## src/rtl/heap_sort_pkg.sv

```systemverilog
// Shared types and helpers for the heap-sort engine: FSM state encoding,
// default sizing and the key-count clamp.
package heap_sort_pkg;

  localparam int DEF_DATA_W = 8;
  localparam int DEF_ADDR_W = 4;
  localparam int DEPTH      = 1 << DEF_ADDR_W;

  typedef enum logic [2:0] {
    IDLE,
    LOAD,
    BUILD,
    SIFT,
    WRITE,
    EXTRACT,
    FINISH
  } state_t;

  // Requests longer than the local array are sorted as a full array.
  function automatic int unsigned clamp_len(input int unsigned len, input int unsigned depth);
    return (len > depth) ? depth : len;
  endfunction

endpackage

```

## src/rtl/heap_sort_engine_if.sv

```systemverilog
// Sequencer-facing bundle of the heap-sort engine: start/busy/done handshake,
// source ROM read port and destination RAM write port.
interface heap_sort_engine_if
  import heap_sort_pkg::*;
#(
  parameter int DATA_W = DEF_DATA_W,
  parameter int ADDR_W = DEF_ADDR_W
) ();

  logic              start;
  logic [ADDR_W:0]   len;
  logic              mode;
  logic              busy;
  logic              done;
  logic              rom_rd;
  logic [ADDR_W-1:0] rom_a;
  logic [DATA_W-1:0] rom_q;
  logic              ram_valid;
  logic [ADDR_W-1:0] ram_a;
  logic [DATA_W-1:0] ram_d;

  modport master (
    output start, len, mode, rom_q,
    input  busy, done, rom_rd, rom_a, ram_valid, ram_a, ram_d
  );

  modport slave (
    input  start, len, mode, rom_q,
    output busy, done, rom_rd, rom_a, ram_valid, ram_a, ram_d
  );

endinterface

```

## src/rtl/heap_sift_sel.sv

```systemverilog
// One sift-down decision: picks the winning child of node k and says whether
// it must swap with k. Holds the only copy of the ordering and tie rules.
module heap_sift_sel
  import heap_sort_pkg::*;
#(
  parameter int DATA_W = DEF_DATA_W,
  parameter int ADDR_W = DEF_ADDR_W
) (
  input  logic [ADDR_W:0]   k,
  input  logic [ADDR_W:0]   num,
  input  logic              mode,
  input  logic [DATA_W-1:0] a_k,
  input  logic [DATA_W-1:0] a_l,
  input  logic [DATA_W-1:0] a_r,
  output logic [ADDR_W:0]   sel,
  output logic              swap_en
);

  logic [ADDR_W+1:0] l;
  logic [ADDR_W+1:0] r;
  logic              l_ok;
  logic              r_ok;
  logic              take_r;
  logic [DATA_W-1:0] a_c;

  // Strict comparison: equal keys never win, so ties keep the left child / parent.
  function automatic logic beats(input logic [DATA_W-1:0] a, input logic [DATA_W-1:0] b,
                                 input logic m);
    return m ? (a < b) : (a > b);
  endfunction

  always_comb begin
    l       = {k, 1'b0};
    r       = {k, 1'b1};
    l_ok    = (l <= {1'b0, num});
    r_ok    = (r <= {1'b0, num});
    take_r  = r_ok && beats(a_r, a_l, mode);
    a_c     = take_r ? a_r : a_l;
    sel     = take_r ? r[ADDR_W:0] : l[ADDR_W:0];
    swap_en = l_ok && beats(a_c, a_k, mode);
  end

endmodule

```

## src/rtl/heap_sort_engine.sv

```systemverilog
// In-place heap sort: loads len keys from ROM, heapifies, then repeatedly
// extracts the root into RAM from the highest address downwards.
module heap_sort_engine
  import heap_sort_pkg::*;
#(
  parameter int DATA_W = DEF_DATA_W,
  parameter int ADDR_W = DEF_ADDR_W
) (
  input  logic               clk,
  input  logic               reset,
  heap_sort_engine_if.slave  bus
);

  localparam int CAP = 1 << ADDR_W;

  typedef logic [ADDR_W:0] idx_t;

  state_t state;
  state_t state_nx;
  state_t ret;

  idx_t len_c;
  idx_t len_q;
  idx_t num;
  idx_t cnt;
  idx_t i;
  idx_t k;
  logic mode_q;

  logic [DATA_W-1:0] heap [1:CAP];
  logic [DATA_W-1:0] a_k;
  logic [DATA_W-1:0] a_l;
  logic [DATA_W-1:0] a_r;
  logic [DATA_W-1:0] a_sel;
  idx_t              sel;
  logic              swap_en;

  assign len_c = idx_t'(clamp_len(32'(bus.len), CAP));

  // Child indices may run past the array; those reads are masked to zero.
  function automatic logic [DATA_W-1:0] rd_heap(input idx_t ix);
    return (ix >= idx_t'(1) && ix <= idx_t'(CAP)) ? heap[ix] : '0;
  endfunction

  always_comb begin
    a_k   = rd_heap(k);
    a_l   = rd_heap({k[ADDR_W-1:0], 1'b0});
    a_r   = rd_heap({k[ADDR_W-1:0], 1'b1});
    a_sel = rd_heap(sel);
  end

  heap_sift_sel #(
    .DATA_W (DATA_W),
    .ADDR_W (ADDR_W)
  ) u_sel (
    .k       (k),
    .num     (num),
    .mode    (mode_q),
    .a_k     (a_k),
    .a_l     (a_l),
    .a_r     (a_r),
    .sel     (sel),
    .swap_en (swap_en)
  );

  always_ff @(posedge clk or negedge reset) begin
    if (!reset) state <= IDLE;
    else        state <= state_nx;
  end

  always_comb begin
    state_nx = state;
    case (state)
      IDLE:    if (bus.start) state_nx = (len_c == '0) ? FINISH : LOAD;
      LOAD:    if (cnt == len_q) state_nx = (len_q[ADDR_W:1] == '0) ? WRITE : BUILD;
      BUILD:   state_nx = SIFT;
      SIFT:    if (!swap_en) state_nx = ret;
      WRITE:   state_nx = (num == idx_t'(1)) ? FINISH : EXTRACT;
      EXTRACT: state_nx = SIFT;
      FINISH:  state_nx = IDLE;
      default: state_nx = IDLE;
    endcase
  end

  always_comb begin
    bus.busy      = 1'b0;
    bus.done      = 1'b0;
    bus.rom_rd    = 1'b0;
    bus.rom_a     = '0;
    bus.ram_valid = 1'b0;
    bus.ram_a     = '0;
    bus.ram_d     = '0;
    if (state != IDLE && state != FINISH) bus.busy = 1'b1;
    if (state == FINISH) bus.done = 1'b1;
    // The extra LOAD cycle only collects the last key, so no strobe there.
    if (state == LOAD && cnt != len_q) begin
      bus.rom_rd = 1'b1;
      bus.rom_a  = ADDR_W'(cnt);
    end
    if (state == WRITE) begin
      bus.ram_valid = 1'b1;
      bus.ram_a     = ADDR_W'(num - idx_t'(1));
      bus.ram_d     = heap[1];
    end
  end

  always_ff @(posedge clk or negedge reset) begin
    if (!reset) begin
      len_q  <= '0;
      mode_q <= 1'b0;
      num    <= '0;
      cnt    <= '0;
      i      <= '0;
      k      <= '0;
      ret    <= IDLE;
    end else begin
      case (state)
        IDLE: begin
          if (bus.start && len_c != '0) begin
            len_q  <= len_c;
            mode_q <= bus.mode;
            num    <= len_c;
            cnt    <= '0;
          end
        end
        LOAD: begin
          cnt <= cnt + idx_t'(1);
          if (cnt == len_q) i <= len_q >> 1;
        end
        BUILD: begin
          k   <= i;
          i   <= i - idx_t'(1);
          ret <= (i == idx_t'(1)) ? WRITE : BUILD;
        end
        SIFT: begin
          if (swap_en) k <= sel;
        end
        EXTRACT: begin
          num <= num - idx_t'(1);
          k   <= idx_t'(1);
          ret <= WRITE;
        end
        default: ;
      endcase
    end
  end

  // Key storage carries no reset; every live slot is rewritten during LOAD.
  always_ff @(posedge clk) begin
    case (state)
      LOAD: begin
        if (cnt != '0) heap[cnt] <= bus.rom_q;
      end
      SIFT: begin
        if (swap_en) begin
          heap[k]   <= a_sel;
          heap[sel] <= a_k;
        end
      end
      EXTRACT: heap[1] <= heap[num];
      default: ;
    endcase
  end

endmodule

```

## src/flat_wrapper.sv

```systemverilog
// flat-port wrapper written by rule: the top's interface ports become plain ports
module heap_sort_engine_flat import heap_sort_pkg::*;
#(
  parameter int DATA_W = DEF_DATA_W,
  parameter int ADDR_W = DEF_ADDR_W
)
  (clk, reset, bus_start, bus_len, bus_mode, bus_rom_q, bus_busy, bus_done, bus_rom_rd, bus_rom_a, bus_ram_valid, bus_ram_a, bus_ram_d);
  heap_sort_engine_if #(.DATA_W(DATA_W), .ADDR_W(ADDR_W)) bus_i ();
  input  logic clk;
  input  logic reset;
  input wire logic [$bits(bus_i.start)-1:0] bus_start;
  input wire logic [$bits(bus_i.len)-1:0] bus_len;
  input wire logic [$bits(bus_i.mode)-1:0] bus_mode;
  input wire logic [$bits(bus_i.rom_q)-1:0] bus_rom_q;
  output wire logic [$bits(bus_i.busy)-1:0] bus_busy;
  output wire logic [$bits(bus_i.done)-1:0] bus_done;
  output wire logic [$bits(bus_i.rom_rd)-1:0] bus_rom_rd;
  output wire logic [$bits(bus_i.rom_a)-1:0] bus_rom_a;
  output wire logic [$bits(bus_i.ram_valid)-1:0] bus_ram_valid;
  output wire logic [$bits(bus_i.ram_a)-1:0] bus_ram_a;
  output wire logic [$bits(bus_i.ram_d)-1:0] bus_ram_d;
  assign bus_i.start = bus_start;
  assign bus_i.len = bus_len;
  assign bus_i.mode = bus_mode;
  assign bus_i.rom_q = bus_rom_q;
  assign bus_busy = bus_i.busy;
  assign bus_done = bus_i.done;
  assign bus_rom_rd = bus_i.rom_rd;
  assign bus_rom_a = bus_i.rom_a;
  assign bus_ram_valid = bus_i.ram_valid;
  assign bus_ram_a = bus_i.ram_a;
  assign bus_ram_d = bus_i.ram_d;
  heap_sort_engine #(.DATA_W(DATA_W), .ADDR_W(ADDR_W)) u_core (.clk(clk), .reset(reset), .bus(bus_i));
endmodule
```

## config.mk

```make
export PLATFORM = sky130hd
export DESIGN_NAME = heap_sort_engine_flat
export DESIGN_NICKNAME = d
export VERILOG_FILES = /design/src/rtl/heap_sort_pkg.sv /design/src/rtl/heap_sort_engine_if.sv /design/src/rtl/heap_sift_sel.sv /design/src/rtl/heap_sort_engine.sv /design/src/flat_wrapper.sv
export SDC_FILE = /design/constraint.sdc
export NUM_CORES = 1
export LEC_CHECK = 0
export CORE_MARGIN = 3
export CORE_UTILIZATION = 50
export CTS_BUF_LIST = sky130_fd_sc_hd__clkbuf_4 sky130_fd_sc_hd__clkbuf_8 sky130_fd_sc_hd__clkbuf_16
export CTS_CLUSTER_SIZE = 8
export DETAILED_ROUTE_END_ITERATION = 10
export PLACE_DENSITY = 0.67
export SYNTH_ARGS = -nofsm -noshare
export SYNTH_HDL_FRONTEND = slang
export SYNTH_SLANG_ARGS = --single-unit
```

## constraint.sdc

```tcl
create_clock -name clk -period 10.5 [get_ports clk]
set_clock_uncertainty 0.2 [all_clocks]
set_input_delay 2.1 -clock clk [delete_from_list [all_inputs] [get_ports clk]]
set_output_delay 2.1 -clock clk [all_outputs]
set_load 0.1 [all_outputs]
```

==> flow_metrics.py <==
metrics = {
    "cells_and_area": {
        "n_antenna_cell": 0,
        "syn2layout_area_growth_pct": 9.456,
        "final_common_cell": "nand2_1",
        "final_nets": 1395,
        "drive_gt1_share_pct": 16.20,
        "instances_no_fill": 1699,
        "final_cell_mix": "nand2_1 (159), edfxtp_1 (144), o21ai_0 (107)",
        "fillers": 2297,
    },
    "sta": {
        "max_freq_mhz": 109.1,
        "finalHoldViolCount": 0,
        "relSlewSlack_pct": 11.95,
        "rsz0062_at_grt": "no",
        "period_share_pct": 87.33,
        "fin_setup_tns_ns": 0,
        "final_max_slew_viol_count": 0,
        "fin_crit_ns": 9.169,
        "setup_slack_ns": 1.331,
        "finalSetupViolCount": 0,
        "worst_slew_pin_slew_ns": 1.307,
    },
    "routing": {
        "via_count": 12870,
        "ant_nets": 0,
        "dr.pass1.iters": 8,
        "wl_per_cell_um": 33.90,
        "viasPerCell": 7.572,
        "drc": 0,
        "drtIter0Drc": 2380,
        "wl_um": 57600,
    },
    "critical_path": {
        "crit_slowest_cell": "o21ai_1",
        "rr_endpoint": "u_core.heap[13][5]$_DFFE_PP_",
        "required_ns": 10.36,
        "critPathKind": "flop to flop",
        "timing.rr.start": "u_core.k[2]$_DFFE_PN0P_",
        "worstPathMaxFanout": 19,
        "worst-path-buf-inv": 2,
        "startpoint_type": "flop",
        "reg2reg_depth": 24,
        "r2r_slack_ns": 1.33,
        "path_cells": "nor2b_1 -> nand2_1 -> nor2_1 -> a21oi_1 -> a211oi_1 -> a31oi_1 -> ha_1 -> a21oi_1 -> nor2_1 -> a211oi_1 -> nand4b_1 -> nand2_1 -> buf_4 -> nand2_1 -> o21ai_0 -> ha_1 -> nand4b_1 -> a31oi_1 -> a211oi_1 -> mux2_1 -> nor3_2 -> buf_4 -> nand3_1 -> o21ai_1",
        "critPathArrivalTime_ns": 9.03,
        "crit_cells": 24,
        "cpPeakStageDelay_ns": 0.86,
        "critPathCaptureType": "flop",
        "critical-path-top-delay-family": "simple AND/OR/NAND/NOR gates",
    },
    "run": {
        "cap_viol_max_count": 0,
    },
    "worst_hold_path": {
        "min-delay-start": "u_core.len_q[0]$_DFFE_PN0P_",
        "whs_endpoint": "u_core.len_q[0]$_DFFE_PN0P_",
        "hp-class": "flop to flop",
        "min_path_cells": 2,
    },
    "synth": {
        "ys_types": 80,
        "syn_area_um2": 13590,
        "ys_seq_area_share_pct": 37.53,
        "async_flop_share_pct": 17.71,
        "synthCells": 1366,
        "syn_avg_cell_area_um2": 9.948,
        "synth_warnings": 0,
        "synth_nets": 1410,
        "synth_edf_count": 144,
        "ys.flop_type": "edfxtp_1",
        "ys_ff_latch": 175,
    },
    "global_routing": {
        "grt_pass1_vias": 11910,
        "grt_max_degree": 47,
        "grt_pass1_wl_um": 83070,
        "grt_util_all_layers_pct": 39.33,
        "grt_overflow": 0,
        "antenna_found_initial": 0,
    },
    "cts": {
        "ctsResizeCount": 0,
        "clkLatencyLatePin_ns": 0.45,
        "cts.hold.buffers_added": 0,
        "cts_buffers": 17,
        "path_clk_slew_ns": 0.08,
        "post_cts_buffers": 0,
        "cts_root_buf": "clkbuf_16",
        "clockBufferDepth": 2,
        "cts_sinks": 175,
        "tritoncts": "yes",
        "htree_num_levels": 4,
    },
    "die": {
        "die_width_um": 170.9,
        "die_y_um": 170.9,
        "die_area_um2": 29190,
        "start_util_pct": 51.56,
        "coreArea_um2": 26350,
        "io_pins": 37,
        "num_rows": 59,
    },
    "status": {
        "status": "complete, no violations",
    },
    "power_and_ir_drop": {
        "ir_drop_mv": 0.1949,
        "p_leak_nw": 5.551,
        "power.density_nw_per_um2": 337.6,
    },
    "placed_design": {
        "detailed_place_hpwl_um": 41010,
        "port_buffers": 36,
        "gp_congestion": 1.036,
        "dp.cells": 1667,
        "pre_cts_ws_ns": 1.620,
    },
}
synth_stat cells, types with 5 or more instances:
library cell / count / area, µm²
buf_2: 25 / 125.1
o21ai_0: 115 / 575.6
a221oi_1: 9 / 78.83
nor2_1: 100 / 375.4
o31ai_1: 10 / 75.07
ha_1: 27 / 337.8
mux2_2: 29 / 326.6
or3_1: 10 / 62.56
inv_1: 28 / 105.1
a22oi_1: 6 / 45.04
nand2_1: 159 / 596.8
a21o_1: 6 / 45.04
dfrtp_1: 31 / 775.7
nand4_1: 17 / 106.4
nand3_1: 63 / 315.3
xnor2_1: 5 / 43.79
mux2i_1: 89 / 890.9
and2_1: 7 / 43.79
edfxtp_1: 144 / 4324
nor3_1: 23 / 115.1
o211ai_1: 5 / 37.54
and3_1: 18 / 112.6
nor2b_1: 9 / 56.30
a211oi_1: 15 / 112.6
o22ai_1: 24 / 150.1
nand2b_1: 12 / 75.07
mux4_2: 83 / 1869
a31oi_1: 50 / 312.8
o221ai_1: 5 / 43.79
a21oi_1: 65 / 325.3
buf_1: 16 / 60.06
clkbuf_1: 77 / 289.0
a21boi_0: 5 / 37.54
layout make-up:
cell class | instances | area [µm²] | area share [%]
multi-input combinational | 1037 | 7879 | 52.97
timing repair buffer | 87 | 743.2 | 4.997
clock inverter | 15 | 173.9 | 1.169
clock buffer | 17 | 425.4 | 2.860
tap | 335 | 419.2 | 2.818
inverter | 33 | 123.9 | 0.8328
sequential | 175 | 5110 | 34.35
cell families (layout without fill, tap and decap cells):
kind of cell             count (synthesis)  in the layout  share of synthesized area (%)
AO/OA/AOI/OAI                          356            356                          16.70
XOR/XNOR                                 9              9                         0.5800
adder cells (fa/ha/maj)                 27             27                          2.486
buffers and inverters                  154            152                          4.594
flip-flops                             175            175                          37.53
multiplexers                           202            202                          22.80
AND/OR/NAND/NOR                        443            443                          15.31
tightest hold or removal path, cell delays in order, from the launching register on:
cell     delay [ns]
dfrtp_1        0.37
nand2_1        0.05
nand2_1        0.05
layer usage:
metal	wire length, µm	vias up	track usage [%]	share of wire, %
met1	21560	6235	54.75	37
met4	2628	0	14.98	4.6
met3	9142	192	13.96	16
met2	24270	1192	56.71	42
met5	0	-	0	0
li1	-	5246	-	-
sequential cells by signal, indices dropped and copies added, names as in the netlist:
| register | cells |
|---|---|
| u_core.len_q | 5 |
| u_core.state | 3 |
| u_core.mode_q | 1 |
| u_core.heap | 144 |
| u_core.i | 5 |
| u_core.ret | 2 |
| u_core.k | 5 |
| u_core.num | 5 |
| u_core.cnt | 5 |
worst max-delay path by stage:
stage	start	end	slack (ns)
2_1_floorplan	u_core.k[0]$_DFFE_PN0P_	u_core.heap[12][0]$_DFFE_PP_	2.23
3_5_place_dp	u_core.k[2]$_DFFE_PN0P_	u_core.heap[14][3]$_DFFE_PP_	1.62
5_1_grt	u_core.k[2]$_DFFE_PN0P_	u_core.heap[6][0]$_DFFE_PP_	1.01
3_3_place_gp	u_core.k[2]$_DFFE_PN0P_	u_core.heap[14][0]$_DFFE_PP_	1.72
4_1_cts	u_core.k[2]$_DFFE_PN0P_	u_core.heap[14][7]$_DFFE_PP_	1.57
6_report	u_core.k[2]$_DFFE_PN0P_	u_core.heap[13][5]$_DFFE_PP_	1.33
per-stage QoR:
| step | hold WS (ns) | utilization [%] | total power (W) | cell area, µm² |
|---|---|---|---|---|
| after global routing | 0.3369 | 56.44 | 0.005206 | 14870 |
| after global placement | 0.2829 | 54.17 | 0.004209 | 14270 |
| after floorplan | 0.2473 | - | 0.003260 | 13590 |
| after CTS | 0.3082 | 56.44 | 0.004881 | 14870 |
| after detailed placement | 0.2894 | 54.17 | 0.004205 | 14270 |
| final | 0.3055 | 56.44 | 0.005021 | 14870 |
power by group:
part           internal (W)  switching, W
clock network      0.000341      0.000332
logic               0.00111       0.00206
registers          0.000923      0.000257
total               0.00237       0.00265
No activity file was read; power rests on OpenSTA's default activity.
